===== config.mk =====
export PLATFORM = sky130hd
export DESIGN_NAME = decode_stage_p_flat
export DESIGN_NICKNAME = d
export VERILOG_FILES = /design/src/rtl/decode_pkg.sv /design/src/rtl/decode_stage_p_if.sv /design/src/rtl/decode_fwd_mux.sv /design/src/rtl/decode_stage_p.sv /design/src/flat_wrapper.sv
export SDC_FILE = /design/constraint.sdc
export NUM_CORES = 1
export LEC_CHECK = 0
export ABC_AREA = 1
export CORE_AREA = 2 2 152 154
export CTS_BUF_LIST = sky130_fd_sc_hd__clkbuf_4 sky130_fd_sc_hd__clkbuf_8
export DETAILED_ROUTE_END_ITERATION = 8
export DIE_AREA = 0 0 154 156
export PLACE_DENSITY_LB_ADDON = 0.3
export SETUP_SLACK_MARGIN = 0.2
export SYNTH_ARGS = -nofsm -noshare
export SYNTH_HDL_FRONTEND = slang
export SYNTH_HIERARCHICAL = 1
export SYNTH_SLANG_ARGS = --single-unit

===== constraint.sdc =====
create_clock -name clk -period 2.2 [get_ports clk]
set_input_delay 0.44 -clock clk [delete_from_list [all_inputs] [get_ports clk]]
set_output_delay 0.44 -clock clk [all_outputs]
set_load 0.02 [all_outputs]

===== src/rtl/decode_pkg.sv =====
// Shared decode constants: RV32I opcodes/funct fields, ALU and memory command encodings,
// plus the immediate generator used by the ID/EX stage.
package decode_pkg;

  localparam logic [6:0] OP_LUI   = 7'b0110111;
  localparam logic [6:0] OP_AUIPC = 7'b0010111;
  localparam logic [6:0] OP_JAL   = 7'b1101111;
  localparam logic [6:0] OP_JALR  = 7'b1100111;
  localparam logic [6:0] OP_BRA   = 7'b1100011;
  localparam logic [6:0] OP_LOAD  = 7'b0000011;
  localparam logic [6:0] OP_STORE = 7'b0100011;
  localparam logic [6:0] OP_ALUI  = 7'b0010011;
  localparam logic [6:0] OP_ALU   = 7'b0110011;

  localparam logic [2:0] F3_ADD  = 3'b000;
  localparam logic [2:0] F3_SLL  = 3'b001;
  localparam logic [2:0] F3_SLT  = 3'b010;
  localparam logic [2:0] F3_SLTU = 3'b011;
  localparam logic [2:0] F3_XOR  = 3'b100;
  localparam logic [2:0] F3_SR   = 3'b101;
  localparam logic [2:0] F3_OR   = 3'b110;
  localparam logic [2:0] F3_AND  = 3'b111;

  localparam logic [6:0] F7_BASE   = 7'b0000000;
  localparam logic [6:0] F7_ALT    = 7'b0100000;
  localparam logic [6:0] F7_MULDIV = 7'b0000001;

  localparam logic [3:0] ALU_ADD  = 4'b0000;
  localparam logic [3:0] ALU_SLL  = 4'b0001;
  localparam logic [3:0] ALU_SLT  = 4'b0010;
  localparam logic [3:0] ALU_SLTU = 4'b0011;
  localparam logic [3:0] ALU_XOR  = 4'b0100;
  localparam logic [3:0] ALU_OR   = 4'b0101;
  localparam logic [3:0] ALU_SRL  = 4'b0110;
  localparam logic [3:0] ALU_AND  = 4'b0111;
  localparam logic [3:0] ALU_SUB  = 4'b1000;
  localparam logic [3:0] ALU_SRA  = 4'b1110;

  localparam logic [1:0] MEM_NONE  = 2'b00;
  localparam logic [1:0] MEM_LOAD  = 2'b01;
  localparam logic [1:0] MEM_STORE = 2'b11;

  // alt picks SUB for the add slot and SRA for the shift-right slot.
  function automatic logic [3:0] alu_base(input logic [2:0] f3, input logic alt);
    logic [3:0] op;
    case (f3)
      F3_ADD:  op = alt ? ALU_SUB : ALU_ADD;
      F3_SLL:  op = ALU_SLL;
      F3_SLT:  op = ALU_SLT;
      F3_SLTU: op = ALU_SLTU;
      F3_XOR:  op = ALU_XOR;
      F3_SR:   op = alt ? ALU_SRA : ALU_SRL;
      F3_OR:   op = ALU_OR;
      default: op = ALU_AND;
    endcase
    return op;
  endfunction

  function automatic logic [31:0] imm_gen(input logic [31:0] inst);
    logic [31:0] imm;
    case (inst[6:0])
      OP_LUI, OP_AUIPC: imm = {inst[31:12], 12'b0};
      OP_JAL:   imm = {{12{inst[31]}}, inst[19:12], inst[20], inst[30:21], 1'b0};
      OP_JALR, OP_LOAD: imm = {{20{inst[31]}}, inst[31:20]};
      // funct3 001/101 are the shifts: zero-extended shamt, inst[30] stays out.
      OP_ALUI:  imm = (inst[13:12] == 2'b01) ? {27'b0, inst[24:20]}
                                             : {{20{inst[31]}}, inst[31:20]};
      OP_STORE: imm = {{20{inst[31]}}, inst[31:25], inst[11:7]};
      OP_BRA:   imm = {{19{inst[31]}}, inst[31], inst[7], inst[30:25], inst[11:8], 1'b0};
      default:  imm = '0;
    endcase
    return imm;
  endfunction

endpackage


===== src/rtl/decode_stage_p_if.sv =====
// Handshake and datapath bundle between IF/ID, register file, writeback and the ID/EX stage.
interface decode_stage_p_if #(
  parameter int unsigned XLEN   = 32,
  parameter int unsigned NUM_WB = 2
);
  logic                     flush;
  logic                     in_valid;
  logic                     in_ready;
  logic [31:0]              in_inst;
  logic [XLEN-1:0]          in_pc;
  logic [4:0]               rs1_idx;
  logic [4:0]               rs2_idx;
  logic [XLEN-1:0]          rf_rdata1;
  logic [XLEN-1:0]          rf_rdata2;
  logic [NUM_WB-1:0]        wb_en;
  logic [5*NUM_WB-1:0]      wb_rd;
  logic [XLEN*NUM_WB-1:0]   wb_data;
  logic                     out_valid;
  logic                     out_ready;
  logic [31:0]              out_inst;
  logic [XLEN-1:0]          out_pc;
  logic [XLEN-1:0]          out_rs1_val;
  logic [XLEN-1:0]          out_rs2_val;
  logic [XLEN-1:0]          out_imm;
  logic [4:0]               out_rd;
  logic                     out_rd_we;
  logic [3:0]               out_alu_op;
  logic [1:0]               out_mem_cmd;
  logic                     out_illegal;
  logic                     out_muldiv;

  modport master (
    output flush, in_valid, in_inst, in_pc, rf_rdata1, rf_rdata2, wb_en, wb_rd, wb_data,
           out_ready,
    input  in_ready, rs1_idx, rs2_idx, out_valid, out_inst, out_pc, out_rs1_val, out_rs2_val,
           out_imm, out_rd, out_rd_we, out_alu_op, out_mem_cmd, out_illegal, out_muldiv
  );

  modport slave (
    input  flush, in_valid, in_inst, in_pc, rf_rdata1, rf_rdata2, wb_en, wb_rd, wb_data,
           out_ready,
    output in_ready, rs1_idx, rs2_idx, out_valid, out_inst, out_pc, out_rs1_val, out_rs2_val,
           out_imm, out_rd, out_rd_we, out_alu_op, out_mem_cmd, out_illegal, out_muldiv
  );
endinterface


===== src/rtl/decode_fwd_mux.sv =====
// One operand's writeback forwarding: lowest-index matching port wins, x0 always reads zero.
module decode_fwd_mux #(
  parameter int unsigned XLEN   = 32,
  parameter int unsigned NUM_WB = 2
) (
  input  logic [4:0]              idx_i,
  input  logic [XLEN-1:0]         rf_rdata_i,
  input  logic [NUM_WB-1:0]       wb_en_i,
  input  logic [5*NUM_WB-1:0]     wb_rd_i,
  input  logic [XLEN*NUM_WB-1:0]  wb_data_i,
  output logic [XLEN-1:0]         val_o
);
  logic found;

  always_comb begin
    val_o = rf_rdata_i;
    found = 1'b0;
    for (int unsigned i = 0; i < NUM_WB; i++) begin
      if (!found && wb_en_i[i] && (wb_rd_i[5*i +: 5] == idx_i)) begin
        val_o = wb_data_i[XLEN*i +: XLEN];
        found = 1'b1;
      end
    end
    if (idx_i == 5'd0) val_o = '0;
  end
endmodule


===== src/rtl/decode_stage_p.sv =====
// RV32I ID/EX stage with valid/ready handshake, writeback forwarding and load-use bubbling.
// Define DECODE_MEXT_EN to decode M-extension ops instead of flagging them illegal.
module decode_stage_p
  import decode_pkg::*;
#(
  parameter int unsigned XLEN   = 32,
  parameter int unsigned NUM_WB = 2
) (
  input  logic            clk,
  input  logic            rst,
  decode_stage_p_if.slave bus
);
  logic [31:0] inst;
  logic [6:0]  opcode, funct7;
  logic [2:0]  funct3;
  logic [4:0]  rd;
  assign inst        = bus.in_inst;
  assign opcode      = inst[6:0];
  assign funct3      = inst[14:12];
  assign funct7      = inst[31:25];
  assign rd          = inst[11:7];
  assign bus.rs1_idx = inst[19:15];
  assign bus.rs2_idx = inst[24:20];

  logic [XLEN-1:0] rs1_val, rs2_val;

  decode_fwd_mux #(.XLEN(XLEN), .NUM_WB(NUM_WB)) u_fwd_rs1 (
    .idx_i(inst[19:15]), .rf_rdata_i(bus.rf_rdata1), .wb_en_i(bus.wb_en),
    .wb_rd_i(bus.wb_rd), .wb_data_i(bus.wb_data), .val_o(rs1_val)
  );
  decode_fwd_mux #(.XLEN(XLEN), .NUM_WB(NUM_WB)) u_fwd_rs2 (
    .idx_i(inst[24:20]), .rf_rdata_i(bus.rf_rdata2), .wb_en_i(bus.wb_en),
    .wb_rd_i(bus.wb_rd), .wb_data_i(bus.wb_data), .val_o(rs2_val)
  );

  logic [3:0] alu_op;
  logic [1:0] mem_cmd;
  logic       rd_we, illegal, muldiv, use_rs1, use_rs2;

  always_comb begin
    alu_op  = ALU_ADD;
    mem_cmd = MEM_NONE;
    rd_we   = 1'b0;
    illegal = 1'b0;
    muldiv  = 1'b0;
    use_rs1 = 1'b1;
    use_rs2 = 1'b0;
    case (opcode)
      OP_LUI, OP_AUIPC, OP_JAL: begin
        use_rs1 = 1'b0;
        rd_we   = 1'b1;
      end
      OP_JALR: begin
        rd_we   = 1'b1;
        illegal = (funct3 != 3'b000);
      end
      OP_BRA: begin
        use_rs2 = 1'b1;
        illegal = (funct3[2:1] == 2'b01);
        alu_op  = funct3[2] ? (funct3[1] ? ALU_SLTU : ALU_SLT) : ALU_SUB;
      end
      OP_LOAD: begin
        mem_cmd = MEM_LOAD;
        rd_we   = 1'b1;
        illegal = (funct3 == 3'b011) || (funct3[2:1] == 2'b11);
      end
      OP_STORE: begin
        use_rs2 = 1'b1;
        mem_cmd = MEM_STORE;
        illegal = funct3[2] || (funct3 == 3'b011);
      end
      OP_ALUI: begin
        rd_we   = 1'b1;
        alu_op  = alu_base(funct3, (funct3 == F3_SR) && inst[30]);
        illegal = ((funct3 == F3_SLL) && (funct7 != F7_BASE)) ||
                  ((funct3 == F3_SR) && (funct7 != F7_BASE) && (funct7 != F7_ALT));
      end
      OP_ALU: begin
        use_rs2 = 1'b1;
        rd_we   = 1'b1;
        if (funct7 == F7_BASE) begin
          alu_op = alu_base(funct3, 1'b0);
        end else if ((funct7 == F7_ALT) && ((funct3 == F3_ADD) || (funct3 == F3_SR))) begin
          alu_op = alu_base(funct3, 1'b1);
`ifdef DECODE_MEXT_EN
        end else if (funct7 == F7_MULDIV) begin
          muldiv = 1'b1;
          alu_op = {1'b0, funct3};
`endif
        end else begin
          illegal = 1'b1;
        end
      end
      default: illegal = 1'b1;
    endcase
    // Illegal ops still flow to EX for trapping but must have no side effects.
    if (illegal) begin
      alu_op  = ALU_ADD;
      mem_cmd = MEM_NONE;
      rd_we   = 1'b0;
      muldiv  = 1'b0;
    end
    if (rd == 5'd0) rd_we = 1'b0;
  end

  logic            rdy_q;
  logic            valid_q, valid_d, rd_we_q, rd_we_d, illegal_q, illegal_d, muldiv_q, muldiv_d;
  logic [31:0]     inst_q, inst_d;
  logic [XLEN-1:0] pc_q, pc_d, rs1_q, rs1_d, rs2_q, rs2_d, imm_q, imm_d;
  logic [4:0]      rd_q, rd_d;
  logic [3:0]      alu_op_q, alu_op_d;
  logic [1:0]      mem_cmd_q, mem_cmd_d;
  logic            adv, haz;

  assign adv = !valid_q || bus.out_ready;
  assign haz = valid_q && (mem_cmd_q == MEM_LOAD) && (rd_q != 5'd0) && bus.in_valid &&
               ((use_rs1 && (inst[19:15] == rd_q)) || (use_rs2 && (inst[24:20] == rd_q)));
  // rdy_q keeps the stage closed until the first edge after reset release.
  assign bus.in_ready = rdy_q && (bus.flush || (adv && !haz));

  always_comb begin
    valid_d   = valid_q;
    inst_d    = inst_q;
    pc_d      = pc_q;
    rs1_d     = rs1_q;
    rs2_d     = rs2_q;
    imm_d     = imm_q;
    rd_d      = rd_q;
    rd_we_d   = rd_we_q;
    alu_op_d  = alu_op_q;
    mem_cmd_d = mem_cmd_q;
    illegal_d = illegal_q;
    muldiv_d  = muldiv_q;
    if (rdy_q) begin
      if (bus.flush) begin
        valid_d = 1'b0;
        rd_we_d = 1'b0;
      end else if (adv && haz) begin
        valid_d = 1'b0;
      end else if (adv) begin
        valid_d   = bus.in_valid;
        inst_d    = inst;
        pc_d      = bus.in_pc;
        rs1_d     = rs1_val;
        rs2_d     = rs2_val;
        imm_d     = XLEN'($signed(imm_gen(inst)));
        rd_d      = rd;
        rd_we_d   = rd_we;
        alu_op_d  = alu_op;
        mem_cmd_d = mem_cmd;
        illegal_d = illegal;
        muldiv_d  = muldiv;
      end
    end
  end

  always_ff @(posedge clk or negedge rst) begin
    if (!rst) begin
      rdy_q     <= 1'b0;
      valid_q   <= 1'b0;
      inst_q    <= '0;
      pc_q      <= '0;
      rs1_q     <= '0;
      rs2_q     <= '0;
      imm_q     <= '0;
      rd_q      <= '0;
      rd_we_q   <= 1'b0;
      alu_op_q  <= '0;
      mem_cmd_q <= '0;
      illegal_q <= 1'b0;
      muldiv_q  <= 1'b0;
    end else begin
      rdy_q     <= 1'b1;
      valid_q   <= valid_d;
      inst_q    <= inst_d;
      pc_q      <= pc_d;
      rs1_q     <= rs1_d;
      rs2_q     <= rs2_d;
      imm_q     <= imm_d;
      rd_q      <= rd_d;
      rd_we_q   <= rd_we_d;
      alu_op_q  <= alu_op_d;
      mem_cmd_q <= mem_cmd_d;
      illegal_q <= illegal_d;
      muldiv_q  <= muldiv_d;
    end
  end

  assign bus.out_valid   = valid_q;
  assign bus.out_inst    = inst_q;
  assign bus.out_pc      = pc_q;
  assign bus.out_rs1_val = rs1_q;
  assign bus.out_rs2_val = rs2_q;
  assign bus.out_imm     = imm_q;
  assign bus.out_rd      = rd_q;
  assign bus.out_rd_we   = rd_we_q;
  assign bus.out_alu_op  = alu_op_q;
  assign bus.out_mem_cmd = mem_cmd_q;
  assign bus.out_illegal = illegal_q;
  assign bus.out_muldiv  = muldiv_q;
endmodule


===== src/flat_wrapper.sv =====
// flat-port wrapper written by rule: the top's interface ports become plain ports
module decode_stage_p_flat import decode_pkg::*;
#(
  parameter int unsigned XLEN   = 32,
  parameter int unsigned NUM_WB = 2
)
  (clk, rst, bus_flush, bus_in_valid, bus_in_inst, bus_in_pc, bus_rf_rdata1, bus_rf_rdata2, bus_wb_en, bus_wb_rd, bus_wb_data, bus_out_ready, bus_in_ready, bus_rs1_idx, bus_rs2_idx, bus_out_valid, bus_out_inst, bus_out_pc, bus_out_rs1_val, bus_out_rs2_val, bus_out_imm, bus_out_rd, bus_out_rd_we, bus_out_alu_op, bus_out_mem_cmd, bus_out_illegal, bus_out_muldiv);
  decode_stage_p_if #(.XLEN(XLEN), .NUM_WB(NUM_WB)) bus_i ();
  input  logic clk;
  input  logic rst;
  input wire logic [$bits(bus_i.flush)-1:0] bus_flush;
  input wire logic [$bits(bus_i.in_valid)-1:0] bus_in_valid;
  input wire logic [$bits(bus_i.in_inst)-1:0] bus_in_inst;
  input wire logic [$bits(bus_i.in_pc)-1:0] bus_in_pc;
  input wire logic [$bits(bus_i.rf_rdata1)-1:0] bus_rf_rdata1;
  input wire logic [$bits(bus_i.rf_rdata2)-1:0] bus_rf_rdata2;
  input wire logic [$bits(bus_i.wb_en)-1:0] bus_wb_en;
  input wire logic [$bits(bus_i.wb_rd)-1:0] bus_wb_rd;
  input wire logic [$bits(bus_i.wb_data)-1:0] bus_wb_data;
  input wire logic [$bits(bus_i.out_ready)-1:0] bus_out_ready;
  output wire logic [$bits(bus_i.in_ready)-1:0] bus_in_ready;
  output wire logic [$bits(bus_i.rs1_idx)-1:0] bus_rs1_idx;
  output wire logic [$bits(bus_i.rs2_idx)-1:0] bus_rs2_idx;
  output wire logic [$bits(bus_i.out_valid)-1:0] bus_out_valid;
  output wire logic [$bits(bus_i.out_inst)-1:0] bus_out_inst;
  output wire logic [$bits(bus_i.out_pc)-1:0] bus_out_pc;
  output wire logic [$bits(bus_i.out_rs1_val)-1:0] bus_out_rs1_val;
  output wire logic [$bits(bus_i.out_rs2_val)-1:0] bus_out_rs2_val;
  output wire logic [$bits(bus_i.out_imm)-1:0] bus_out_imm;
  output wire logic [$bits(bus_i.out_rd)-1:0] bus_out_rd;
  output wire logic [$bits(bus_i.out_rd_we)-1:0] bus_out_rd_we;
  output wire logic [$bits(bus_i.out_alu_op)-1:0] bus_out_alu_op;
  output wire logic [$bits(bus_i.out_mem_cmd)-1:0] bus_out_mem_cmd;
  output wire logic [$bits(bus_i.out_illegal)-1:0] bus_out_illegal;
  output wire logic [$bits(bus_i.out_muldiv)-1:0] bus_out_muldiv;
  assign bus_i.flush = bus_flush;
  assign bus_i.in_valid = bus_in_valid;
  assign bus_i.in_inst = bus_in_inst;
  assign bus_i.in_pc = bus_in_pc;
  assign bus_i.rf_rdata1 = bus_rf_rdata1;
  assign bus_i.rf_rdata2 = bus_rf_rdata2;
  assign bus_i.wb_en = bus_wb_en;
  assign bus_i.wb_rd = bus_wb_rd;
  assign bus_i.wb_data = bus_wb_data;
  assign bus_i.out_ready = bus_out_ready;
  assign bus_in_ready = bus_i.in_ready;
  assign bus_rs1_idx = bus_i.rs1_idx;
  assign bus_rs2_idx = bus_i.rs2_idx;
  assign bus_out_valid = bus_i.out_valid;
  assign bus_out_inst = bus_i.out_inst;
  assign bus_out_pc = bus_i.out_pc;
  assign bus_out_rs1_val = bus_i.out_rs1_val;
  assign bus_out_rs2_val = bus_i.out_rs2_val;
  assign bus_out_imm = bus_i.out_imm;
  assign bus_out_rd = bus_i.out_rd;
  assign bus_out_rd_we = bus_i.out_rd_we;
  assign bus_out_alu_op = bus_i.out_alu_op;
  assign bus_out_mem_cmd = bus_i.out_mem_cmd;
  assign bus_out_illegal = bus_i.out_illegal;
  assign bus_out_muldiv = bus_i.out_muldiv;
  decode_stage_p #(.XLEN(XLEN), .NUM_WB(NUM_WB)) u_core (.clk(clk), .rst(rst), .bus(bus_i));
endmodule

# Word-level counts from Yosys, hierarchy flattened
# Index checks and enable logic that the tools add are counted.
# totals
output_inout_bits,186
word_cells,128
ff_bits,175
# op_classes
reduce_logical,49
mux,37
n_bitwise,2
n_eq_ne,28
# ops
cell,n
32-bit 2-to-1 mux,7
32-bit case mux with 6 select lines,1
4-bit case mux with 7 select lines,2
5-bit equality test,6
7-bit by 6-bit equality test with 1-bit output (second input constant),4
4-bit 2-to-1 mux,6
7-bit equality test (second input constant),3
3-bit case mux with 7 select lines,1
1-bit logical AND,20
1-bit 2-to-1 mux,16
5-bit logical NOT,3
7-bit by 5-bit equality test with 1-bit output (second input constant),2
4-bit case mux with 3 select lines,1
3-bit equality test (second input constant),3
7-bit by 2-bit equality test with 1-bit output (second input constant),1
7-bit logical NOT,1
1-bit logical OR,7
7-bit by 6-bit != test with 1-bit output (second input constant),1
1-bit case mux with 7 select lines,1
7-bit nonzero test,1
7-bit OR reduction,1
2-bit by 1-bit equality test with 1-bit output (second input constant),3
3-bit by 2-bit equality test with 1-bit output (second input constant),2
3-bit nonzero test,2
15 further kinds,21

# Longest topological paths before layout
# logic_depth
word_depth,11
ltp_mapped,15

# Modules after synthesis
# Netlist, hierarchy kept.
# modules_own_cells
mod,cells_each,instances,area_each_um2,seq_area_each_um2
decode_stage_p,906,1,7448.4,4254.1
decode_fwd_mux,269,2,1222.4,0.0

# Worst setup path before layout
# OpenSTA, ideal clock, no wires.
# synth_path
kind,input port to output port
start,in bus_in_inst[1]
end,out bus_in_ready
setup_slack_ps,402
required_time_ps,1760
t_arrival_ps,1358
stages,12
n_path_buf,0
cell_sequence,nand2_1 nor2_1 nand2_2 nand2_2 inv_2 nand3_2 nand2_1 nand2_2 nand2_1 nand2_1 nand2_1 inv_1
# synth_between
elab_chain_len,10
elab_cells_between_ends,18
classes_between,eq/ne: 6; mux: 2; reduce/logical: 10
# synth_lines
item,line,source
"start, declared",flat_wrapper.sv:13,input wire logic [$bits(bus_i.in_inst)-1:0] bus_in_inst;
7-bit by 6-bit equality test with 1-bit output (tied with other cells),decode_stage_p.sv:48,case (opcode)
3-bit OR reduction (on tied branches),n/a,
1-bit 2-to-1 mux,decode_stage_p.sv:48,
1-bit logical AND,decode_stage_p.sv:117,((use_rs1 && (inst[19:15] == rd_q)) || (use_rs2 && (inst[24:20] == rd_q)));
1-bit logical OR (*),decode_stage_p.sv:117,
1-bit logical AND (*),decode_stage_p.sv:116,assign haz = valid_q && (mem_cmd_q == MEM_LOAD) && (rd_q != 5'd0) && bus.in_valid &&
1-bit logical NOT (*),decode_stage_p.sv:119,assign bus.in_ready = rdy_q && (bus.flush || (adv && !haz));
1-bit logical AND (*),decode_stage_p.sv:119,
1-bit logical OR (*),decode_stage_p.sv:119,
1-bit logical AND (*),decode_stage_p.sv:119,
"end, declared",flat_wrapper.sv:21,output wire logic [$bits(bus_i.in_ready)-1:0] bus_in_ready;
# Mark *: on every way between the ends. The rest lies on a longest branch, timed or not.

==> run summary <==
Slack of the critical path = -0.309 ns
Min Tclk post-route = 2.51 ns
Setup Crit Path Kind = reg2out
Final worst hold slack = 0.300 ns
Leak = 8.71 nW
Worst min path class = in2reg
RSZ-0062 raised after global routing = yes
Nets = 2189
Ports = 395
Count of clock tree sinks = 170
Site Rows = 55
Core area = 22400 µm²
Max-cap violations = 0
Commonest non-fill, non-tap cells in the layout = nand2_1 (643), clkdlybuf4s50_1 (337), dfrtp_1 (165), buf_4 (131), nand3_1 (85)
Post-synthesis sequential area ratio = 43.0%
Syn_nets = 1653
Worst rel slew slack = 64.9%
Synth Instances = 1444
R2R Setup Slk = -0.07 ns
Worst setup EP type = output port
Most common cell after layout, fill and taps aside = nand2_1
Synth Cell Area = 9890 µm²
Async S/R FF share, synth = 100%
R2R depth = 12
# DRC = 0
Final GP Congestion = 0.930
Max-slew violations = 0
CP Data Required Time = 1.76 ns
Worst hold stages = 3
Initial antenna violation count = 4
Clk_lat worst skew = 0.49 ns
Area grow syn2layout = 73.4%
Failing checks = negative setup slack
First-pass GRT wire length = 62.3 mm
# port buffers = 393
WHS Endpoint = u_core/bus.out_inst[4]
Worst r2r src = u_core/bus.out_inst[8]
Layout cell share with drive strength beyond 1 = 18.3%
Root Driver = clkbuf_8
GRT Total Usage = 33.2%
Fin. Hold Viols = 0
Warnings, synthesis = 6
Die Span Y = 156 µm
Via Count = 13000
Netlist cell types = 28
TritonCTS clock tree = done
GRT overflow = 0
Status = finished, violations left
DIE WIDTH = 154 µm
CP max FO = 5
HPWL Detailed = 30.5 mm
Min-Delay Startpoint = bus_in_inst[4]
Largest net degree at the start of global routing = 51
Router iterations before antenna repair = 9
Yosys reg bits = 170
Fmax = 399 MHz
Design Area, Final = 17200 µm²
Synth top area share = 43.0%
Top cells by area, synth = dfrtp_1 (43%), nand2_1 (26%), nand3_1 (4.8%)
Vias in the first global route = 11400
Via density = 5.69
TritonCTS Buffers = 17
Post-synth EDFFs = 0
Post-route ant nets = 0
Crit Reg-Reg Endpoint = u_core/bus.out_pc[27]
Critical path arrival = 2.07 ns
H-tree depth = 4
Synth Flop Type = dfrtp_1
Worst-path clk slew = 0.11 ns
VDD IR max = 0.405 mV
Clk buf depth = 2
PD cells = 596 nW/µm²
Setup Skew = 0.0202 ns
Worst Max-Slew Pin Slew = 0.521 ns
Initial core utilization = 44.2%
Mean post-synth cell area = 6.85 µm²
Setup crit start = u_core/bus.out_inst[8]
Tcrit/Tclk final = 114%
Finish-stage setup viols = 47
Placed inst area = 15100 µm²
Crit path launch type = register
DRT iter0 DRCs = 1447
Die area = 24000 µm²
Mean routed wirelength per cell = 21.4 µm
Largest area contributor in the netlist = dfrtp_1
Routed WL = 48.9 mm
[sequential cells by signal, summed over array words and instances (netlist names)]
signal,count
u_core/bus.out_rd_we,1
u_core/bus.out_rs2_val,32
u_core/rdy_q,1
u_core/bus.out_valid,1
u_core/bus.out_mem_cmd,2
u_core/bus.out_imm,32
u_core/bus.out_pc,32
u_core/bus.out_alu_op,4
u_core/bus.out_rs1_val,32
u_core/bus.out_inst,32
u_core/bus.out_illegal,1
[worst max-delay path by stage]
stage	slack, ns	depth (start not counted)	end
detailed placement	-0.89	14	bus_in_ready
global route	-0.35	10	bus_in_ready
floorplan	0.40	12	bus_in_ready
finish	-0.31	10	bus_in_ready
CTS	-0.20	11	bus_in_ready
global placement	-0.85	14	bus_in_ready
[stage by stage]
step / power, W / setup slack [ns] / setup TNS, ns / utilization [%] / std cells
global route: 0.0106 / -0.349 / -1.87 / 76.7 / 2280
CTS: 0.00969 / -0.205 / -0.205 / 69.5 / 2215
global placement: 0.00739 / -0.853 / -58.74 / 67.5 / 2177
detailed placement: 0.00744 / -0.892 / -61.09 / 67.5 / 2177
floorplan: 0.00542 / 0.402 / 0 / - / 1444
finish: 0.0102 / -0.309 / -1.40 / 76.7 / 2282
[layer usage]
metal	GRT usage [%]	vias up	wire, µm
li1	-	5702	-
met1	41.4	5963	17300
met2	53.8	1058	22600
met3	8.06	271	5550
met4	17.5	0	3430
met5	0	-	0
[cell usage after synthesis, types with 5 or more instances]
master    count
nand3_1      94
clkbuf_1     16
inv_1        59
o21ai_1      48
buf_6        14
nand2_1     674
inv_2        13
nor3_1        5
nand4_1      65
a21oi_1      87
nor2_2        8
dfrtp_1     170
o21ai_0      28
buf_4        19
buf_2        58
nor2_1       61
[timing repair]
| action | 4_1_cts | 5_1_grt |
|---|---|---|
| cloned | 0 | 48 |
| gates resized for setup | 58 | 135 |
| hold endpoints to repair | 22 | 0 |
| setup endpoints to repair | 166 | 168 |
| hold buffers | 1 | 0 |
| setup buffers | 5 | 15 |
| pin swaps | 6 | 26 |
[layout make-up]
cell class                 instances  area [µm²]
fill                            1564        5220
sequential                       170        4260
tap                              285         357
timing repair inverter             3        36.3
clock buffer                      19         255
timing repair buffer             621        6810
multi-input combinational       1095        5010
antenna                            4        10.0
clock inverter                    13         129
inverter                          72         283
[critical path, cell delays in order, from the launching register on]
cell	delay (ns)
dfrtp_2	0.48
xor2_1	0.18
nor2_1	0.28
nand3_2	0.13
nand2_4	0.11
nand2_2	0.06
nand2_1	0.05
nand2_1	0.04
nand2_1	0.07
inv_1	0.05
buf_6	0.12
[power by group]
group | total, W | internal, W | switching, W
Sequential | 0.00389 | 0.00357 | 0.000316
Clock | 0.00231 | 0.000882 | 0.00143
Combinational | 0.00403 | 0.00192 | 0.00212
[kinds of logic (layout without fill, tap and decap cells)]
group / after synthesis / count (layout) / synth area share (%)
buf+inv: 180 / 728 / 9.35
compound gates: 167 / 167 / 8.52
simple gates: 918 / 919 / 38.4
other cells: 2 / 6 / 0.0759
flops: 170 / 170 / 43.0
xor+xnor: 7 / 7 / 0.620
Power figures use the tool's default switching activity.
